--- src/rtl/mic1_exec_ctrl.sv ---
// mic1_exec_ctrl: run/step/halt execution controller for the MIC-1 datapath.
// It turns front-panel start/stop and step pulses into the microinstruction
// enable, counts retired microinstructions and drives the rotating run LEDs.
// Optional feature macro: MIC1_EXEC_CYCLE_COUNT_EN builds the retire counter.
// When the macro is undefined, cycle_count is tied to zero.
module mic1_exec_ctrl #(
  parameter int CNT_W     = 16,
  parameter int LED_DIV_W = 4
) (
  input  logic             clk,
  input  logic             reset,
  input  logic             start_stop_evt,
  input  logic             step_evt,
  input  logic             cyc_done,
  input  logic             halt_req,
  output logic             cpu_en,
  output logic             running,
  output logic             halted,
  output logic [3:0]       led_run,
  output logic [CNT_W-1:0] cycle_count
);

  typedef enum logic [2:0] {
    IDLE   = 3'd0,
    RUN    = 3'd1,
    STEP   = 3'd2,
    DRAIN  = 3'd3,
    HALTED = 3'd4
  } state_t;

  state_t               state, state_next;
  logic                 retire;
  logic [LED_DIV_W-1:0] prescaler;

  // A microinstruction retires only while we are actually requesting one.
  assign retire = cpu_en & cyc_done;

  // Next-state decision; a HALT retire always wins over any coincident event.
  always_comb begin
    state_next = state;
    case (state)
      IDLE: begin
        if (start_stop_evt)  state_next = RUN;
        else if (step_evt)   state_next = STEP;
      end
      RUN: begin
        if (retire && halt_req)    state_next = HALTED;
        else if (start_stop_evt)   state_next = retire ? IDLE : DRAIN;
      end
      DRAIN, STEP: begin
        if (retire)                state_next = halt_req ? HALTED : IDLE;
      end
      HALTED: begin
        if (start_stop_evt)        state_next = IDLE;
      end
      default:                     state_next = IDLE;
    endcase
  end

  // State register plus outputs decoded from the next state, so all are registered.
  always_ff @(posedge clk or posedge reset) begin
    if (reset) begin
      state   <= IDLE;
      cpu_en  <= 1'b0;
      running <= 1'b0;
      halted  <= 1'b0;
    end else begin
      state   <= state_next;
      cpu_en  <= (state_next == RUN) || (state_next == STEP) || (state_next == DRAIN);
      running <= (state_next == RUN) || (state_next == DRAIN);
      halted  <= (state_next == HALTED);
    end
  end

  // Run LEDs: rotate once per full prescaler wrap, all-on while halted, restart on leaving halt.
  always_ff @(posedge clk or posedge reset) begin
    if (reset) begin
      led_run   <= 4'b0001;
      prescaler <= '0;
    end else if (state == HALTED) begin
      if (state_next == IDLE) begin
        led_run   <= 4'b0001;
        prescaler <= '0;
      end
    end else if (state_next == HALTED) begin
      led_run <= 4'b1111;
    end else if (retire) begin
      prescaler <= prescaler + 1'b1;
      if (&prescaler) led_run <= {led_run[2:0], led_run[3]};
    end
  end

`ifdef MIC1_EXEC_CYCLE_COUNT_EN
  // Retired-microinstruction counter; wraps naturally and is cleared only by reset.
  always_ff @(posedge clk or posedge reset) begin
    if (reset)       cycle_count <= '0;
    else if (retire) cycle_count <= cycle_count + 1'b1;
  end
`else
  assign cycle_count = '0;
`endif

endmodule

--- config.mk ---
export PLATFORM = sky130hd
export DESIGN_NAME = mic1_exec_ctrl
export DESIGN_NICKNAME = d
export VERILOG_FILES = /design/src/rtl/mic1_exec_ctrl.sv
export SDC_FILE = /design/constraint.sdc
export NUM_CORES = 1
export LEC_CHECK = 0
export CELL_PAD_IN_SITES_DETAIL_PLACEMENT = 0
export CELL_PAD_IN_SITES_GLOBAL_PLACEMENT = 1
export CORE_ASPECT_RATIO = 1.1
export CORE_MARGIN = 4
export CORE_UTILIZATION = 36
export DETAILED_ROUTE_END_ITERATION = 16
export GPL_ROUTABILITY_DRIVEN = 0
export PLACE_DENSITY_LB_ADDON = 0.1
export SYNTH_ARGS = -nofsm -noshare
export SYNTH_HDL_FRONTEND = slang
export SYNTH_SLANG_ARGS = --single-unit
--- constraint.sdc ---
create_clock -name clk -period 4.1 [get_ports clk]
set_input_delay 0.82 -clock clk [delete_from_list [all_inputs] [get_ports clk]]
set_output_delay 0.82 -clock clk [all_outputs]
set_load 0.1 [all_outputs]
# Yosys cells after proc, flatten, opt, wreduce, memory -nomap -nowiden
# Cells that the tools add are included.
# W data, S select, Z words.
[totals]
regBits = 14
inputBits = 6
output_inout_bits = 23
elab_cells = 49
[op_classes]
addsub = 1
n_eq_ne = 10
muxes = 18
n_bitwise = 1
n_reduce_logical = 13
[op_table]
columns = ["op", "count"]
rows = [
  ["$mux W4", 9],
  ["$mux W3", 7],
  ["$eq A3 B2 Y1 const B", 4],
  ["$pmux W3 S4", 1],
  ["$eq A3 B1 Y1 const B", 2],
  ["$eq A3 B3 Y1 const B", 2],
  ["$logic_not A3 Y1", 2],
  ["$reduce_and A3 Y1", 2],
  ["$reduce_bool A3 Y1", 2],
  ["$add A4 B1 Y4 const B", 1],
  ["$ne A2 B1 Y1 const B", 2],
  ["$reduce_and A4 Y1", 1],
  ["$logic_or A1 B1 Y1", 3],
  ["$mux W2", 1],
  ["$reduce_bool A2 Y1", 1],
  ["$reduce_or A2 Y1", 1],
  ["$and A1 B1 Y1", 1],
  ["$logic_and A1 B1 Y1", 1],
]

# Depth between registers and ports, before layout
# Gate-level depths: netlist of run 1.
[depth]
ltp_word = 8
ltp_mapped = 5
ltp_nobuf = 4

# Worst setup path before layout of run 1
# No wires, ideal clock.
[synth_timing]
path_kind = "reg2reg"
start = "register cpu_en"
end = "register prescaler[0]"
setup_ns = 0.064
t_arrival_ns = 1.862
required_time_ns = 4.036
slack_ns = 2.174
path_stages_with_launch = 6
n_path_buf = 1
synth_period_minus_slack_ns = 1.926
path_cell_list = "dfrtp_1 and2_1 buf_2 or2b_2 o21ai_0 a22o_2"
[synth_between]
elab_chain_len = 8
elab_cells_between_ends = 13
classes_between = "eq/ne (3); mux (5); bitwise (1); reduce/logical (4)"
[synth_rtl]
columns = ["element", "line", "text"]
rows = [
  ["from (decl)", "16", "output logic cpu_en,"],
  ["from (signal assigned)", "69", "cpu_en <= (state_next == RUN) || (state_next == STEP) || (state_next == DRAIN);"],
  ["$and A1 B1 Y1 (*)", "36", "assign retire = cpu_en & cyc_done;"],
  ["$mux W2", "48", "else if (start_stop_evt) state_next = retire ? IDLE : DRAIN;"],
  ["$mux W3", "48", ""],
  ["$mux W3", "47", "if (retire && halt_req) state_next = HALTED;"],
  ["$pmux W3 S4", "41", "case (state)"],
  ["$eq A3 B3 Y1 or $logic_not A3 Y1 (tied branches)", "85, 81", ""],
  ["$ne A2 B1 Y1 (no source line)", "-", ""],
  ["$reduce_and A3 Y1 (no source line) (*)", "-", ""],
  ["to (signal assigned)", "88", "prescaler <= prescaler + 1'b1;"],
  ["to (decl)", "33", "logic [LED_DIV_W-1:0] prescaler;"],
]
# Every way passes the cells marked *; elsewhere a longest branch is shown, timed or not.
# A chain may end at the register's enable or synchronous reset.

# Final worst setup path of run 1
[layout_timing]
start = "register led_run[0]"
end = "output port led_run[0]"
[layout_lines]
columns = ["element", "line", "text"]
rows = [
  ["from (decl)", "19", "output logic [3:0] led_run,"],
  ["from (signal assigned)", "89", "if (&prescaler) led_run <= {led_run[2:0], led_run[3]};"],
]
# No word-level cell between the ends.

==> flow_summary.yaml, run 1 <==
outcome:
  status: "completed"
global_route:
  grt_pass1_wl_mm: 2.75
  grt_usage_pct: 11.8
  overflow: 0
  first_global_vias: 608
  grt_start_max_net_pins: 15
  antenna_found_initial: 0
synth:
  ys_seq_area_share_pct: 40.0
  yosys.area.top_type: "dfrtp_1"
  syn_avg_cell_area_um2: 9.65
  syn-cell-area_um2: 878
  yosys-top-cells-area: "dfrtp_1 (37%), buf_4 (14%), nand2_1 (4.3%), a2bb2oi_1 (4.0%), dfstp_2 (3.0%)"
  synth_enable_flop_cells: 0
  synth_cell_types: 34
  synthArstFlopShare_pct: 100
  ys_warn_count: 0
  synth.top_cell.area_share_pct: 37.0
  synth-main-ff-cell: "dfrtp_1"
  netlist_instances: 91
  ys_ff_latch: 14
final_layout:
  seq_area_um2: 352
  multiInputGateArea_um2: 428
  fin_nets: 111
  final_layout_size_suffix_gt1_share_pct: 12.6
  antenna_cells: 0
  finish.utilization_pct: 42.7
  area_growth_pct: 11.7
  final.fill_count: 249
cts:
  cts_tree: "yes"
  path_clk_slew_ns: 0.09
  cts_buffers: 3
  clock-sinks: 14
  clk_latency_ns: 0.28
  cts.repair.resized: 0
  root_buffer: "clkbuf_4"
  clock_path_buffers: 2
  cts-hold-fix-buffers: 0
  htree_levels: 1
  cts_setup_buffers: 0
power_and_ir_drop:
  power.total_uw: 837
  ir_drop_v: 0.000457
  power_density_mw_per_mm2: 853
  leakage_nw: 0.443
placed_design:
  portBuffers: 12
  hpwl_mm: 1.30
timing:
  relSlewSlack_pct: 34.3
  finalSetupTns_ns: 0
  final.period_utilization_pct: 67.5
  worstMarginPinSlew_ns: 0.982
  slew_violations: 0
  final-hold-violation-count: 0
  fin_crit_ns: 2.77
  skew_ns: 0.000860
  fmax_mhz: 362
  rsz0062_at_grt: "false"
  setup_viol: 0
min_path:
  hold_class: "reg2reg"
detailed_routing:
  firstDrtPassIters: 4
  routed_wl_mm: 1.76
  via_per_inst: 4.86
  wl_per_cell_um: 13.2
  drc: 0
  vias: 647
  drt_iter0_drc: 13
  drtAntennaViolNets: 0
critical_path:
  endpoint_kind: "output port"
  crit_path_max_fanout: 3
  critPathSlowestCell: "clkdlybuf4s50_1"
  crit_buf_inv: 1
  critPathTopFamily: "buffers and inverters"
  crit_path_cell_trace: "clkdlybuf4s50_1"
  crit_arrival_ns: 1.95
  crit_required_ns: 3.28
  cpPeakStageDelay_ns: 1.12
  cp-start-kind: "flop"
  crit_type: "reg2out"
die:
  die_w_um: 55.1
  ios: 29
  start_util_pct: 38.2
  die_area_mm2: 0.00329
  core_area_mm2: 0.00230
  num_rows: 18
  fp.dieH_um: 59.8
job:
  maxCapViolations: 0
==> synth_stat cells, drive strengths merged, types with 2 or more instances <==
library cell / n
dfrtp: 13
o21ai: 5
a21oi: 5
nand2: 10
o22ai: 2
nand3: 3
a2bb2oi: 4
nor2: 5
nor3b: 2
a22o: 2
or3b: 2
buf: 19
inv: 2
o211ai: 3
==> stage by stage <==
stage / hold WS (ns) / setup slack (ns) / area [µm²] / cells
global route: 0.576 / 1.28 / 981 / 133
finish: 0.554 / 1.33 / 981 / 133
floorplan: 0.513 / 2.17 / 935 / 106
detailed placement: 0.544 / 1.64 / 945 / 129
CTS: 0.557 / 1.31 / 981 / 133
global placement: 0.528 / 1.63 / 945 / 129
==> report_power, final <==
part | internal (mW) | switching (mW)
clock | 0.0540 | 0.0461
combinational | 0.131 | 0.352
sequential | 0.194 | 0.0592
total | 0.379 | 0.457
==> per-layer routing <==
layer	vias to the layer above	track usage (%)	part of all wire, %	wire length [µm]
li1	315	-	-	-
met1	315	15.3	45	789
met2	17	18.4	49	863
met3	0	2.49	6.0	106
met4	0	5.56	0	0
met5	-	0	0	0
==> path summary, 6_finish.rpt <==
check / cells after the start / startpoint / end / slack, ns
hold / removal: 1 / led_run[0]$_DFFE_PP1P_ / led_run[1]$_DFFE_PP0P_ / 0.55
hold reg to reg: 1 / led_run[0]$_DFFE_PP1P_ / led_run[1]$_DFFE_PP0P_ / 0.55
setup reg to reg: 4 / state[2]$_DFF_PP0_ / prescaler[3]$_DFFE_PP0P_ / 2.52
setup / recovery: 1 / led_run[0]$_DFFE_PP1P_ / led_run[0] / 1.33
max in group asynchronous: 2 / reset / led_run[0]$_DFFE_PP1P_ / 2.85
min in group asynchronous: 2 / reset / running$_DFF_PP0_ / 0.88
==> sequential cells by signal, indices dropped and copies added, names as in the netlist <==
signal / cells
halted: 1
running: 1
prescaler: 4
state: 3
cpu_en: 1
led_run: 4
==> final cells by class <==
| class | count | area share, % |
|---|---|---|
| multi-input combinational | 71 | 43.6 |
| clock buffer | 4 | 3.70 |
| sequential | 14 | 35.8 |
| inverter | 2 | 0.765 |
| timing repair buffer | 12 | 12.2 |
| tap | 30 | 3.83 |
==> kinds of logic after synthesis <==
logic type      share of synthesized area [%]
compound gates                           20.2
fa+ha+maj                                1.42
buf+inv                                  17.7
simple gates                             20.2
other cells                             0.427
flops                                    40.0
==> placed cells by master (no fill, tap or decap), types with 2 or more instances in the layout <==
cell              n
a21oi_1           5
nor2_1            4
conb_1           16
o21ai_0           5
inv_1             2
nand3_1           3
clkdlybuf4s50_1  12
a22o_2            2
a2bb2oi_1         4
dfrtp_1          13
clkbuf_4          3
o211ai_1          3
nand2_1          10
No activity file was read; power rests on OpenSTA's default activity.
==> inputs of run 2 (changes only) <==
--- a/config.mk
+++ b/config.mk
@@ -9,7 +9,7 @@
 export CELL_PAD_IN_SITES_GLOBAL_PLACEMENT = 1
 export CORE_ASPECT_RATIO = 1.1
 export CORE_MARGIN = 4
-export CORE_UTILIZATION = 36
+export CORE_UTILIZATION = 30
 export DETAILED_ROUTE_END_ITERATION = 16
 export GPL_ROUTABILITY_DRIVEN = 0
 export PLACE_DENSITY_LB_ADDON = 0.1
==> constraint.sdc (replaced) <==
create_clock -name clk -period 2.5 [get_ports clk]
set_input_delay 0.5 -clock clk [delete_from_list [all_inputs] [get_ports clk]]
set_output_delay 0.5 -clock clk [all_outputs]
set_load 0.1 [all_outputs]
==> run 2 against run 1 <==
Compared with the run above:
- non-clock buffer count is the same
- utilization shrank 8.2 points
- flip-flop and latch count unchanged
- sequential power rose by 63%
- critical path type is now in2reg
==> flow_summary.yaml, run 2 (same netlist as run 1, synthesis figures left out) <==
timing:
  fmax_mhz: 576
  fin_crit_ns: 1.74
  skew_ns: 0.00576
  final.period_utilization_pct: 69.4
  finalSetupTns_ns: 0
  fin_ws_ns: 0.765
  worstMarginPinSlew_ns: 0.558
  relSlewSlack_pct: 62.7
  setup_viol: 0
  slew_violations: 0
  rsz0062_at_grt: "false"
  final-hold-violation-count: 0
critical_path:
  critPathSlowestCell: "clkdlybuf4s50_1"
  critPathTopFamily: "simple AND/OR/NAND/NOR gates"
  cpPeakStageDelay_ns: 0.47
  reg2reg_to: "prescaler[3]$_DFFE_PP0P_"
  crit_arrival_ns: 1.96
  reg2reg_depth: 4
  crit_type: "in2reg"
  endpoint_kind: "flop"
  worstSetupEndpoint: "prescaler[0]$_DFFE_PP0P_"
  crit_path_cell_trace: "clkdlybuf4s50_1 -> and2_1 -> or2b_2 -> o21ai_0 -> a22o_2"
  cp-start-kind: "input port"
  crit_buf_inv: 1
  ff2ff_setup_slack_ns: 0.90
  crit_path_max_fanout: 10
  r2r_start: "state[2]$_DFF_PP0_"
  crit_required_ns: 2.72
  startpoint: "cyc_done"
  worstSetupPathDepth: 5
cts:
  clock_path_buffers: 2
  htree_levels: 1
  root_buffer: "clkbuf_4"
  cts_buffers: 3
  cts.repair.resized: 0
  path_clk_slew_ns: 0.09
  cts_tree: "yes"
  clock-sinks: 14
  cts-hold-fix-buffers: 0
  clk_latency_ns: 0.28
  cts_setup_buffers: 0
detailed_routing:
  vias: 644
  routed_wl_mm: 1.77
  drtAntennaViolNets: 0
  firstDrtPassIters: 4
  drc: 0
  wl_per_cell_um: 13.0
  via_per_inst: 4.74
  drt_iter0_drc: 7
global_route:
  grt.met3_usage_pct: 2.39
  use_met1_pct: 13.4
  antenna_found_initial: 0
  first_global_vias: 597
  grt_start_max_net_pins: 15
  grt_usage_pct: 9.75
  overflow: 0
  busiest_layer: "met2"
  grt_pass1_wl_mm: 2.85
  met2_usage_pct: 14.8
die:
  start_util_pct: 31.6
  ios: 29
  fp.dieH_um: 64.8
  die_w_um: 59.6
  die_area_mm2: 0.00386
  num_rows: 20
  core_area_mm2: 0.00278
final_layout:
  fin_nets: 111
  antenna_cells: 0
  top_regs: "led_run: 4 flops, prescaler: 4 flops, state: 3 flops"
  final.fill_count: 301
  layout_commonest_cell: "conb_1"
  finish.utilization_pct: 34.5
  final_cell_mix: "conb_1 (16), dfrtp_1 (13), nand2_1 (10)"
  final_layout_size_suffix_gt1_share_pct: 18.4
  area_growth_pct: 8.97
outcome:
  status: "completed"
power_and_ir_drop:
  intPower_uw: 582
  ir_drop_v: 0.000679
  power.switching_uw: 748
  power_density_mw_per_mm2: 1390
  leakage_nw: 0.441
  power.total_mw: 1.33
  power_frac_seq_pct: 31.1
  swShare_pct: 56.3
  combPwrFrac_pct: 58.8
  pwr-share-clk_pct: 10.1
min_path:
  min_path_cells: 2
  hold_class: "reg2reg"
placed_design:
  hpwl_mm: 1.31
  portBuffers: 12
  dp_slack_ns: 0.497
job:
  maxCapViolations: 0
-- run 2: power groups by stage --
stage,Combinational [mW],Clock (mW),Sequential (mW)
6_report,0.782,0.134,0.414
3_3_place_gp,0.788,0,0.419
4_1_cts,0.786,0.141,0.415
3_5_place_dp,0.785,0,0.418
5_1_grt,0.830,0.150,0.431
2_1_floorplan,0.399,0,0.684
-- run 2: how the worst min path moves through the flow --
stage,startpoint,endpoint,slack [ns]
2_1_floorplan,reset,cpu_en$_DFF_PP0_,0.39
3_3_place_gp,led_run[1]$_DFFE_PP0P_,led_run[1]$_DFFE_PP0P_,0.53
3_5_place_dp,led_run[1]$_DFFE_PP0P_,led_run[1]$_DFFE_PP0P_,0.53
4_1_cts,led_run[1]$_DFFE_PP0P_,led_run[1]$_DFFE_PP0P_,0.55
5_1_grt,led_run[1]$_DFFE_PP0P_,led_run[1]$_DFFE_PP0P_,0.57
6_report,led_run[1]$_DFFE_PP0P_,led_run[1]$_DFFE_PP0P_,0.54
-- run 2: worst reg2reg max path, delay by kind of cell (launching register included) --
kind | cells | cell delay, ns
and+or+nand+nor | 2 | 0.71
DFF | 1 | 0.50
AOI/OAI and AO/OA | 2 | 0.28
-- run 2: cell type report --
| class | count | area, µm² | area share [%] |
|---|---|---|---|
| Tap cell | 33 | 41.3 | 4.31 |
| Sequential cell | 14 | 352 | 36.7 |
| Timing Repair Buffer | 12 | 103 | 10.7 |
| Inverter | 2 | 7.51 | 0.784 |
| Multi-Input combinational cell | 71 | 428 | 44.7 |
| Clock buffer | 4 | 26.3 | 2.75 |
-- run 2: stage by stage --
stage | hold WS, ns | cells | cell area [µm²]
6_report | 0.541 | 136 | 957
5_1_grt | 0.565 | 136 | 957
4_1_cts | 0.545 | 136 | 957
3_5_place_dp | 0.534 | 132 | 931
3_3_place_gp | 0.530 | 132 | 931
2_1_floorplan | 0.389 | 106 | 935
-- run 2: metal layers --
metal	part of all wire [%]	wire length [µm]	vias to the layer above
li1	-	-	318
met1	43	767	303
met2	51	900	21
met3	5.0	89	2
met4	0.73	13	0
met5	0	0	-
==> inputs of run 3 (changes only) <==
==> constraint.sdc (replaced) <==
create_clock -name clk -period 1.45 [get_ports clk]
set_input_delay 0.29 -clock clk [delete_from_list [all_inputs] [get_ports clk]]
set_output_delay 0.29 -clock clk [all_outputs]
set_load 0.1 [all_outputs]
==> run 3 against run 2 <==
Compared with the run above:
- worst hold slack lost 0.35 ns
- non-clock buffer count grew 22
- cell count grew 16%
- clock power grew 110%
- via count grew 10%
- largest cell class unchanged
- highest routed layer unchanged
==> flow_summary.yaml, run 3 (same netlist as run 1, synthesis figures left out) <==
outcome:
  status: "completed"
placed_design:
  portBuffers: 12
  dp_cells: 152
  postPlaceCellArea_mm2: 0.00118
  dp_slack_ns: -0.172
  hpwl_mm: 1.53
critical_path:
  crit_arrival_ns: 1.58
  ff2ff_setup_slack_ns: 0.07
  reg2reg_depth: 4
  crit_path_max_fanout: 6
  crit_required_ns: 1.65
  startpoint: "state[2]$_DFF_PP0_"
  reg2reg_to: "led_run[2]$_DFFE_PP0P_"
  cp-start-kind: "flop"
  r2r_start: "state[2]$_DFF_PP0_"
  worstSetupEndpoint: "led_run[2]$_DFFE_PP0P_"
  endpoint_kind: "flop"
  crit_type: "reg2reg"
global_route:
  grt_start_max_net_pins: 9
  overflow: 0
  grt_pass1_wl_mm: 3.15
  first_global_vias: 712
  antenna_found_initial: 0
  grt_usage_pct: 10.7
timing:
  final-hold-violation-count: 0
  fin_ws_ns: 0.0747
  final.period_utilization_pct: 94.8
  skew_ns: 0.00703
  fin_crit_ns: 1.38
  slew_violations: 0
  fmax_mhz: 727
  rsz0062_at_grt: "true"
  setup_viol: 0
detailed_routing:
  via_per_inst: 4.49
  firstDrtPassIters: 4
  wl_per_cell_um: 11.7
  vias: 710
  drt_iter0_drc: 15
  drtAntennaViolNets: 0
  drc: 0
  routed_wl_mm: 1.85
power_and_ir_drop:
  power_density_mw_per_mm2: 2290
  power.total_mw: 2.82
  leakage_nw: 0.596
  ir_drop_v: 0.000965
cts:
  path_clk_slew_ns: 0.09
  clock-sinks: 14
  htree_levels: 1
  cts_tree: "yes"
  root_buffer: "clkbuf_4"
  clock_path_buffers: 2
  clk_latency_ns: 0.28
  cts-hold-fix-buffers: 0
  cts_buffers: 3
final_layout:
  finalNonFillerCells: 158
  final_layout_size_suffix_gt1_share_pct: 36.8
  fin_nets: 133
  final_cell_mix: "buf_4 (22), conb_1 (16), dfrtp_1 (11)"
  final.fill_count: 266
  multiInputGateArea_um2: 435
  top_regs: "led_run: 4 flops, prescaler: 4 flops, state: 3 flops"
  area_growth_pct: 40.3
  fin_area_mm2: 0.00123
  layout_commonest_cell: "buf_4"
  antenna_cells: 0
  seq_area_um2: 357
die:
  num_rows: 20
  die_area_mm2: 0.00386
  die_w_um: 59.6
  fp.dieH_um: 64.8
  core_area_mm2: 0.00278
  ios: 29
  start_util_pct: 31.6
job:
  maxCapViolations: 0
min_path:
  hold_class: "in2async"
[run 3: changes by cell type in the layout (fill, tap and decap cells not counted), sizes merged]
cell / previous run / this run
buf: 7 / 29
[run 3: metal layers]
layer  global-route usage (%)  vias up  routed length [µm]
met2                     17.3       12                 954
met3                     1.79        2                  69
met4                     5.82        0                  30
li1                         -      365                   -
met1                     13.1      331                 793
met5                        0        -                   0
[run 3: power breakdown]
group	internal [mW]	switching, mW	total [mW]
clock network	0.153	0.134	0.287
registers	0.562	0.178	0.740
logic	0.727	1.07	1.80
total	1.44	1.38	2.82
[run 3: layout make-up]
cell class                 count  area share, %
clock buffer                   4           2.94
inverter                       2          0.609
multi-input combinational     71           35.3
sequential                    14           28.9
tap                           33           3.35
timing repair buffer          34           28.8
[run 3: worst min-delay path by stage]
stage / slack [ns] / cells after the start / end
finish: 0.19 / 2 / running$_DFF_PP0_
global placement: 0.50 / 2 / running$_DFF_PP0_
global route: 0.20 / 2 / state[0]$_DFF_PP0_
detailed placement: 0.50 / 2 / running$_DFF_PP0_
floorplan: 0.18 / 1 / halted$_DFF_PP0_
CTS: 0.19 / 2 / running$_DFF_PP0_
[run 3: worst max-delay path, cell delays in order (launching register included)]
cell	delay (ns)
dfrtp_1	0.39
buf_4	0.16
or3b_4	0.43
nand4_2	0.14
a2bb2oi_1	0.17
[run 3: metrics by stage]
| stage | setup TNS, ns | util (%) | hold slack (ns) |
|---|---|---|---|
| final | 0 | 44.4 | 0.190 |
| after floorplan | -0.0367 | - | 0.179 |
| after global routing | -0.0122 | 44.4 | 0.201 |
| after detailed placement | -1.44 | 42.4 | 0.496 |
| after CTS | 0 | 43.8 | 0.187 |
| after global placement | -1.32 | 42.4 | 0.496 |
[run 3: timing repair]
| action | CTS | global route |
|---|---|---|
| gates resized for setup | 1 | 1 |
| buffers inserted | 0 | 2 |
| pin swaps | 0 | 2 |
| setup endpoints to repair | 5 | 4 |
| gates cloned | 0 | 0 |
